## src/rtl/fetch_unit_if.sv

```systemverilog
// Fetch-stage bus bundle: instruction-memory request/response side plus decode handshake.
// The fetch unit takes the master view, the memory/decode environment the slave view.
interface fetch_unit_if;
    logic        imem_req;
    logic [31:0] imem_addr;
    logic        imem_ready;
    logic        imem_rvalid;
    logic [31:0] imem_rdata;
    logic        redirect_valid;
    logic [31:0] redirect_pc;
    logic        id_valid;
    logic        id_ready;
    logic [31:0] id_instr;
    logic [31:0] id_pc;
    logic [6:0]  id_opcode;
    logic [2:0]  id_funct3;
    logic [6:0]  id_funct7;

    modport master (
        output imem_req, imem_addr, id_valid, id_instr, id_pc, id_opcode, id_funct3, id_funct7,
        input  imem_ready, imem_rvalid, imem_rdata, redirect_valid, redirect_pc, id_ready
    );
    modport slave (
        input  imem_req, imem_addr, id_valid, id_instr, id_pc, id_opcode, id_funct3, id_funct7,
        output imem_ready, imem_rvalid, imem_rdata, redirect_valid, redirect_pc, id_ready
    );
endinterface

```

## src/rtl/fetch_unit.sv

```systemverilog
// Instruction fetch stage: PC, in-order imem reads, BUF_DEPTH-entry buffer, redirect drain.
// Optional FETCH_BYPASS_EN: a response landing on an empty buffer goes straight to decode.
module fetch_unit #(
    parameter logic [31:0] RESET_PC  = 32'h0000_0000,
    parameter int          BUF_DEPTH = 2
) (
    input logic         clk,
    input logic         rst,
    fetch_unit_if.master bus
);
    localparam int PW = (BUF_DEPTH > 1) ? $clog2(BUF_DEPTH) : 1;
    localparam int CW = $clog2(BUF_DEPTH + 1);
    localparam logic [CW:0] DEPTH_W = (CW+1)'(BUF_DEPTH);
    localparam logic [31:0] NOP = 32'h0000_0013;

    typedef enum logic {RUN, DRAIN} state_t;

    state_t        state, state_nx;
    logic [31:0]   fetch_pc, resp_pc;
    logic [31:0]   buf_instr [BUF_DEPTH];
    logic [31:0]   buf_pc    [BUF_DEPTH];
    logic [PW-1:0] head, tail;
    logic [CW-1:0] count, outst, discard, out_nx;
    logic [CW:0]   occ;
    logic          hs, redir, rsp_run, byp, wr, pop_buf;

    function automatic logic [PW-1:0] ptr_inc(input logic [PW-1:0] p);
        return (p == PW'(BUF_DEPTH - 1)) ? '0 : p + PW'(1);
    endfunction

    always_comb begin
        redir   = bus.redirect_valid;
        rsp_run = bus.imem_rvalid && (state == RUN) && !redir;
        pop_buf = (count != '0) && bus.id_ready && !redir;
`ifdef FETCH_BYPASS_EN
        byp     = rsp_run && (count == '0);
`else
        byp     = 1'b0;
`endif
        // A bypassed word that decode takes immediately never occupies a slot.
        wr      = rsp_run && !(byp && bus.id_ready);
        // Slot freed by this cycle's pop is reusable, keeping 1 instr/cycle at BUF_DEPTH=2.
        occ     = {1'b0, count} + {1'b0, outst} - (CW+1)'(pop_buf);
        bus.imem_req  = !rst && (state == RUN) && !redir && (occ < DEPTH_W);
        bus.imem_addr = fetch_pc;
        hs      = bus.imem_req && bus.imem_ready;
        out_nx  = outst + CW'(hs) - CW'(bus.imem_rvalid);
    end

    always_comb begin
        state_nx = state;
        case (state)
            RUN:   if (redir && out_nx != '0) state_nx = DRAIN;
            DRAIN: begin
                if (redir)
                    state_nx = (out_nx != '0) ? DRAIN : RUN;
                else if (bus.imem_rvalid && discard == CW'(1))
                    state_nx = RUN;
            end
            default: state_nx = RUN;
        endcase
    end

    always_comb begin
        bus.id_valid = 1'b0;
        bus.id_instr = NOP;
        bus.id_pc    = resp_pc;
        if (count != '0) begin
            bus.id_valid = 1'b1;
            bus.id_instr = buf_instr[head];
            bus.id_pc    = buf_pc[head];
        end
`ifdef FETCH_BYPASS_EN
        if (byp) begin
            bus.id_valid = 1'b1;
            bus.id_instr = bus.imem_rdata;
            bus.id_pc    = resp_pc;
        end
`endif
        bus.id_opcode = bus.id_instr[6:0];
        bus.id_funct3 = bus.id_instr[14:12];
        bus.id_funct7 = bus.id_instr[31:25];
    end

    always_ff @(posedge clk) begin
        if (rst) begin
            state    <= RUN;
            fetch_pc <= RESET_PC;
            resp_pc  <= RESET_PC;
            head     <= '0;
            tail     <= '0;
            count    <= '0;
            outst    <= '0;
            discard  <= '0;
        end else begin
            state <= state_nx;
            outst <= out_nx;
            if (redir) begin
                // Everything still in flight (including a same-cycle response) is stale.
                fetch_pc <= bus.redirect_pc & ~32'h3;
                resp_pc  <= bus.redirect_pc & ~32'h3;
                head     <= '0;
                tail     <= '0;
                count    <= '0;
                discard  <= out_nx;
            end else begin
                if (hs) fetch_pc <= fetch_pc + 32'd4;
                if (rsp_run) resp_pc <= resp_pc + 32'd4;
                if (state == DRAIN && bus.imem_rvalid) discard <= discard - CW'(1);
                if (wr) tail <= ptr_inc(tail);
                if (pop_buf) head <= ptr_inc(head);
                count <= count + CW'(wr) - CW'(pop_buf);
            end
        end
    end

    always_ff @(posedge clk) begin
        if (wr) begin
            buf_instr[tail] <= bus.imem_rdata;
            buf_pc[tail]    <= resp_pc;
        end
    end
endmodule

```

## src/flat_wrapper.sv

```systemverilog
// flat-port wrapper written by rule: the top's interface ports become plain ports
module fetch_unit_flat 
#(
    parameter logic [31:0] RESET_PC  = 32'h0000_0000,
    parameter int          BUF_DEPTH = 2
)
  (clk, rst, bus_imem_req, bus_imem_addr, bus_id_valid, bus_id_instr, bus_id_pc, bus_id_opcode, bus_id_funct3, bus_id_funct7, bus_imem_ready, bus_imem_rvalid, bus_imem_rdata, bus_redirect_valid, bus_redirect_pc, bus_id_ready);
  fetch_unit_if bus_i ();
  input logic clk;
  input logic rst;
  output wire logic [$bits(bus_i.imem_req)-1:0] bus_imem_req;
  output wire logic [$bits(bus_i.imem_addr)-1:0] bus_imem_addr;
  output wire logic [$bits(bus_i.id_valid)-1:0] bus_id_valid;
  output wire logic [$bits(bus_i.id_instr)-1:0] bus_id_instr;
  output wire logic [$bits(bus_i.id_pc)-1:0] bus_id_pc;
  output wire logic [$bits(bus_i.id_opcode)-1:0] bus_id_opcode;
  output wire logic [$bits(bus_i.id_funct3)-1:0] bus_id_funct3;
  output wire logic [$bits(bus_i.id_funct7)-1:0] bus_id_funct7;
  input wire logic [$bits(bus_i.imem_ready)-1:0] bus_imem_ready;
  input wire logic [$bits(bus_i.imem_rvalid)-1:0] bus_imem_rvalid;
  input wire logic [$bits(bus_i.imem_rdata)-1:0] bus_imem_rdata;
  input wire logic [$bits(bus_i.redirect_valid)-1:0] bus_redirect_valid;
  input wire logic [$bits(bus_i.redirect_pc)-1:0] bus_redirect_pc;
  input wire logic [$bits(bus_i.id_ready)-1:0] bus_id_ready;
  assign bus_imem_req = bus_i.imem_req;
  assign bus_imem_addr = bus_i.imem_addr;
  assign bus_id_valid = bus_i.id_valid;
  assign bus_id_instr = bus_i.id_instr;
  assign bus_id_pc = bus_i.id_pc;
  assign bus_id_opcode = bus_i.id_opcode;
  assign bus_id_funct3 = bus_i.id_funct3;
  assign bus_id_funct7 = bus_i.id_funct7;
  assign bus_i.imem_ready = bus_imem_ready;
  assign bus_i.imem_rvalid = bus_imem_rvalid;
  assign bus_i.imem_rdata = bus_imem_rdata;
  assign bus_i.redirect_valid = bus_redirect_valid;
  assign bus_i.redirect_pc = bus_redirect_pc;
  assign bus_i.id_ready = bus_id_ready;
  fetch_unit #(.RESET_PC(RESET_PC), .BUF_DEPTH(BUF_DEPTH)) u_core (.clk(clk), .rst(rst), .bus(bus_i));
endmodule
```

## config.mk

```make
export PLATFORM = sky130hd
export DESIGN_NAME = fetch_unit_flat
export DESIGN_NICKNAME = d
export VERILOG_FILES = /design/src/rtl/fetch_unit_if.sv /design/src/rtl/fetch_unit.sv /design/src/flat_wrapper.sv
export SDC_FILE = /design/constraint.sdc
export NUM_CORES = 1
export LEC_CHECK = 0
export CORE_MARGIN = 3
export CORE_UTILIZATION = 40
export DETAILED_ROUTE_END_ITERATION = 8
export PLACE_DENSITY = 0.66
export RECOVER_POWER = 50
export SKIP_CTS_REPAIR_TIMING = 1
export SYNTH_ARGS = -nofsm -noshare
export SYNTH_HDL_FRONTEND = slang
export SYNTH_SLANG_ARGS = --single-unit
```

## constraint.sdc

```tcl
create_clock -name clk -period 17.2 [get_ports clk]
set_clock_uncertainty 0.1 [all_clocks]
set_input_delay 4.3 -clock clk [delete_from_list [all_inputs] [get_ports clk]]
set_output_delay 4.3 -clock clk [all_outputs]
set_load 0.005 [all_outputs]
```

Word level (Yosys, flattened, before mapping)
Memories as Yosys holds them, arrays and structs flattened. A register that Yosys moved wholly into a read port is not among the register bits. Cells that the tools add are included.

Register bits after elaboration: 73. Bits of input ports: 70. Memories kept: 2. RAM bits: 128. Logic and storage cells: 67. Output and inout bits: 115.

Reduce and logical (&&, ||, !) cells: 19. Mux-type cells: 22. Eq/ne operators: 1. Add/sub/neg operators: 11. Order comparisons: 1. Bitwise gates (word level): 1.

Memory list: u_core.buf_instr (depth 2, width 32, read ports 1, clocked after memory_dff 1, wr ports 1, line fetch_unit.sv:20) `logic [31:0] buf_instr [BUF_DEPTH];`; u_core.buf_pc (depth 2, width 32, read ports 1, clocked after memory_dff 1, wr ports 1, line fetch_unit.sv:21) `logic [31:0] buf_pc [BUF_DEPTH];`.

Operators by type and width (number): 2-to-1 mux 32 bit (6); adder 32 x 3 -> 32 bit, second input constant (2); 2-to-1 mux 1 bit (13); logical AND 1 bit (11); nonzero test 2 bit (5); adder 2 x 1 -> 2 bit (2); 2-to-1 mux 2 bit (2); subtractor 2 x 1 -> 2 bit (2); adder 2 x 2 -> 3 bit (1); less-than comparator 3 x 2 -> 1 bit, second input constant (1); subtractor 3 x 1 -> 3 bit (1); adder 1 bit, second input constant (2); == test 2 x 1 -> 1 bit, second input constant (1); zero test 1 bit (2); case mux 1 bit (2 select lines) (1); OR reduction 2 bit (1); subtractor 2 x 1 -> 2 bit, second input constant (1); NOT 1 bit (1).

Depth between registers and ports, before layout
Depth after elaboration: 13. Depth in mapped cells: 16. Depth with buffers taken out: 15.

Worst setup path before layout
No wires, ideal clock.

Path type: input -> output. Start: in bus_redirect_valid. End: out bus_imem_req. Arrival: 6.198 ns. Data required time: 12.800 ns. Slack: 6.602 ns. Buffers on the path: 2. Stages: 10. Cell sequence: clkbuf_1 > buf_1 > nor2_1 > ha_1 > inv_1 > nand2_1 > fa_1 > nor2b_1 > nand2_1 > nor2_1.

Longest elaborated chain between the ends: 5. Elaborated cells on any way between the ends: 6. Classes of those cells: add/sub (1); order compare (1); reduce/logical (4).

Ends and longest elaborated chain: start: declaration (line flat_wrapper.sv:22) `input wire logic [$bits(bus_i.redirect_valid)-1:0] bus_redirect_valid;`; zero test 1 bit (line fetch_unit.sv:34) `pop_buf = (count != '0) && bus.id_ready && !redir;`; logical AND 1 bit (line fetch_unit.sv:34); named net u_core.pop_buf (line fetch_unit.sv:25) `logic hs, redir, rsp_run, byp, wr, pop_buf;`; subtractor 3 x 1 -> 3 bit (line fetch_unit.sv:43) `occ = {1'b0, count} + {1'b0, outst} - (CW+1)'(pop_buf);`; less-than comparator 3 x 2 -> 1 bit (line fetch_unit.sv:44) `bus.imem_req = !rst && (state == RUN) && !redir && (occ < DEPTH_W);`; logical AND 1 bit (line fetch_unit.sv:44); end: declaration (line flat_wrapper.sv:11) `output wire logic [$bits(bus_i.imem_req)-1:0] bus_imem_req;`.

The timed path passes the listed nets, and every way through them passes these cells.

Worst setup path in the final report
Start: in rst. End: out bus_imem_req.

Longest elaborated chain between the ends: 4.

Ends and longest elaborated chain: start: declaration (line flat_wrapper.sv:10) `input logic rst;`; zero test 1 bit (line fetch_unit.sv:44); logical AND 1 bit (3 in series) (line fetch_unit.sv:44).

No other way between the ends.

==> impl_metrics.tcl <==
set metrics [dict create \
    synth_top_family_by_area "simple AND/OR/NAND/NOR gates" \
    critical_path_class "in -> out" \
    vias 6499 \
    io_pins 185 \
    clk_path_buf_depth 2 \
    cts_tree "done" \
    worst_hold_path.num_cells 2 \
    cts_buffers 17 \
    netlist_area_um2 8949 \
    drt_iter0_drc 335 \
    power_density_nw_per_um2 93.32 \
    cts_root_buf "clkbuf_16" \
    syn_avg_cell_area_um2 11.16 \
    rsz0062_at_grt "no" \
    ys_types 71 \
    viasPerCell 5.233 \
    crit_required_ps 12800 \
    grt_usage 0.1770 \
    grt_overflow 0 \
    cp.arrival_ps 7420 \
    worstSetupStartpointType "primary input" \
    status "finished, violations left" \
    ir_worst_vdd_v 0.00006141 \
    slew_viol_final 121 \
    hold_slack_ps 417.0 \
    fmax_mhz 84.64 \
    coreArea_um2 21890 \
    dr.pass1.iters 4 \
    post-place-ws_ps 5875 \
    setup_tns_ps 0 \
    setup_ws_ps 5385 \
    gp_congestion 0.8253 \
    synth_compound_area_frac 0.09815 \
    die-area_um2 24200 \
    grt_pass1_vias 6210 \
    clkTransAtPathRegs_ps 70 \
    yosys_warnings 0 \
    grt_pass1_wl_um 34140 \
    cp_max_fo 57 \
    fin_crit_sh 0.6869 \
    drt-wirelength-per-cell_um 17.45 \
    antenna_found_initial 1 \
    die_y_um 155.6 \
    setup_viol 0 \
    final_common_cell "edfxtp_1" \
    min_period_ps 11820 \
    worst_pin_slew_ps 3646 \
    synth_top_flop_cell "edfxtp_1" \
    critPathCaptureType "primary output" \
    drv_cap 2 \
    die_x_um 155.6 \
    drc 0 \
    ys_ff_latch 194 \
    slew_headroom -1.431 \
    place_hpwl_um 14410 \
    synth.mux.area_fraction 0.07424 \
    synth_edf_count 124 \
    synthXorXnorAreaFrac 0.03915 \
    most-common-layout-cells "edfxtp_1, clkdlybuf4s50_1, nand2_1, nor2_1, dfxtp_1" \
    clk_latency_ps 430 \
    syn-instance-count 802 \
    finalHoldViolCount 0 \
    initial_core_util 0.4088 \
    layout-area-overhead-vs-synth_pct 27.81 \
    cts_max_level 4 \
    wirelength_um 21670 \
    cellLeakagePower_nw 3.896 \
    ant_nets 0 \
    seq_area_frac_synth 0.5727 \
    async_reset_ff_frac 0 \
    port_buffers 178 \
    r2r_cells 16 \
    num_rows 54 \
    hold_path_class "reg -> reg" \
    grt_max_degree 91 \
    nets 1027 \
    synthSimpleGateAreaFrac 0.1560 \
    violations "capacitance limit, slew limit" \
    clkSinkCount 194 \
    drive_gt1_frac 0.06139 \
    synth-adder-area-share 0.01342 \
]
## metal layers
layer / routed length [um] / up-vias / track usage
li1: - / 3204 / -
met1: 10860 / 3035 / 0.2645
met2: 9058 / 236 / 0.2608
met3: 1428 / 24 / 0.03662
met4: 325 / 0 / 0.05127
met5: 0 / - / 0
## per-stage QoR
stage / area (um2) / util / total power, mW / std cells
after global routing: 11430 / 0.5223 / 1.110 / 1241
after CTS: 11450 / 0.5230 / 1.080 / 1241
final: 11440 / 0.5225 / 1.067 / 1242
after global placement: 10840 / 0.4953 / 0.6755 / 1209
after floorplan: 8960 / - / 0.6095 / 805
after detailed placement: 10840 / 0.4953 / 0.6778 / 1209
## final timing paths
| check | from | end | slack [ps] |
|---|---|---|---|
| worst max-delay path | rst | bus_imem_req | 5380 |
| worst min-delay path | u_core.head | register | 420 |
| worst max register to register | u_core.count[0] | u_core.bus.imem_addr[30] | 12700 |
| worst min register to register | u_core.head | register | 420 |
## logic make-up after synthesis
group,count (synthesis)
AO/OA/AOI/OAI,138
XOR/XNOR,40
adder cells (fa/ha/maj),9
buffers and inverters,87
flip-flops,194
multiplexers,66
other,1
AND/OR/NAND/NOR,267
## state kept, by name (all words and copies together), names as in the netlist, named ones only
signal	cells
u_core.buf_instr	64
u_core.buf_pc	60
u_core.bus.imem_addr	30
u_core.count	2
u_core.discard	2
u_core.head	1
u_core.outst	2
u_core.resp_pc	30
u_core.state	1
u_core.tail	1
## synthesized netlist by cell type (all sizes together), types with 3 or more instances
cell | number | area, um2
buf | 30 | 196.4
mux2i | 63 | 630.6
nand4 | 20 | 146.4
nor3 | 11 | 70.07
o21bai | 5 | 37.54
a211oi | 12 | 90.09
inv | 24 | 90.08
ha | 8 | 100.1
a21boi | 8 | 60.06
and4 | 8 | 71.32
o22ai | 6 | 37.54
nor2b | 4 | 25.02
edfxtp | 124 | 3724
a21oi | 25 | 125.1
o21ai | 40 | 200.2
nor4 | 8 | 77.57
o311ai | 4 | 35.04
or4 | 3 | 26.27
nor2 | 77 | 289.0
a2bb2oi | 3 | 26.28
and2 | 4 | 25.02
mux2 | 3 | 33.78
nor3b | 7 | 63.81
o211ai | 6 | 45.04
or3 | 5 | 31.28
xor2 | 15 | 131.4
clkbuf | 32 | 120.1
and3 | 10 | 63.81
dfxtp | 70 | 1401
xnor2 | 25 | 219.0
nand2 | 77 | 289.0
a31oi | 12 | 75.07
nand3 | 25 | 125.1
a2111oi | 4 | 36.29
## layout make-up
cell class,instances,area (um2)
timing repair buffer,186,1824
sequential,194,5129
clock inverter,11,123.9
inverter,25,93.84
multi-input combinational,524,3432
antenna,1,2.502
fill,1938,10450
tap,280,350.3
clock buffer,21,481.7
## critical path, stage by stage
cell	delay, ps
buf_2	70
clkbuf_1	1900
or2_0	520
nor2_1	120
clkdlybuf4s50_1	480
## power by group
| part | internal (mW) | switching (mW) |
|---|---|---|
| sequential | 0.520 | 0.0207 |
| clock | 0.232 | 0.171 |
| combinational | 0.0631 | 0.0614 |
| total | 0.814 | 0.253 |
Power figures use the tool's default switching activity.
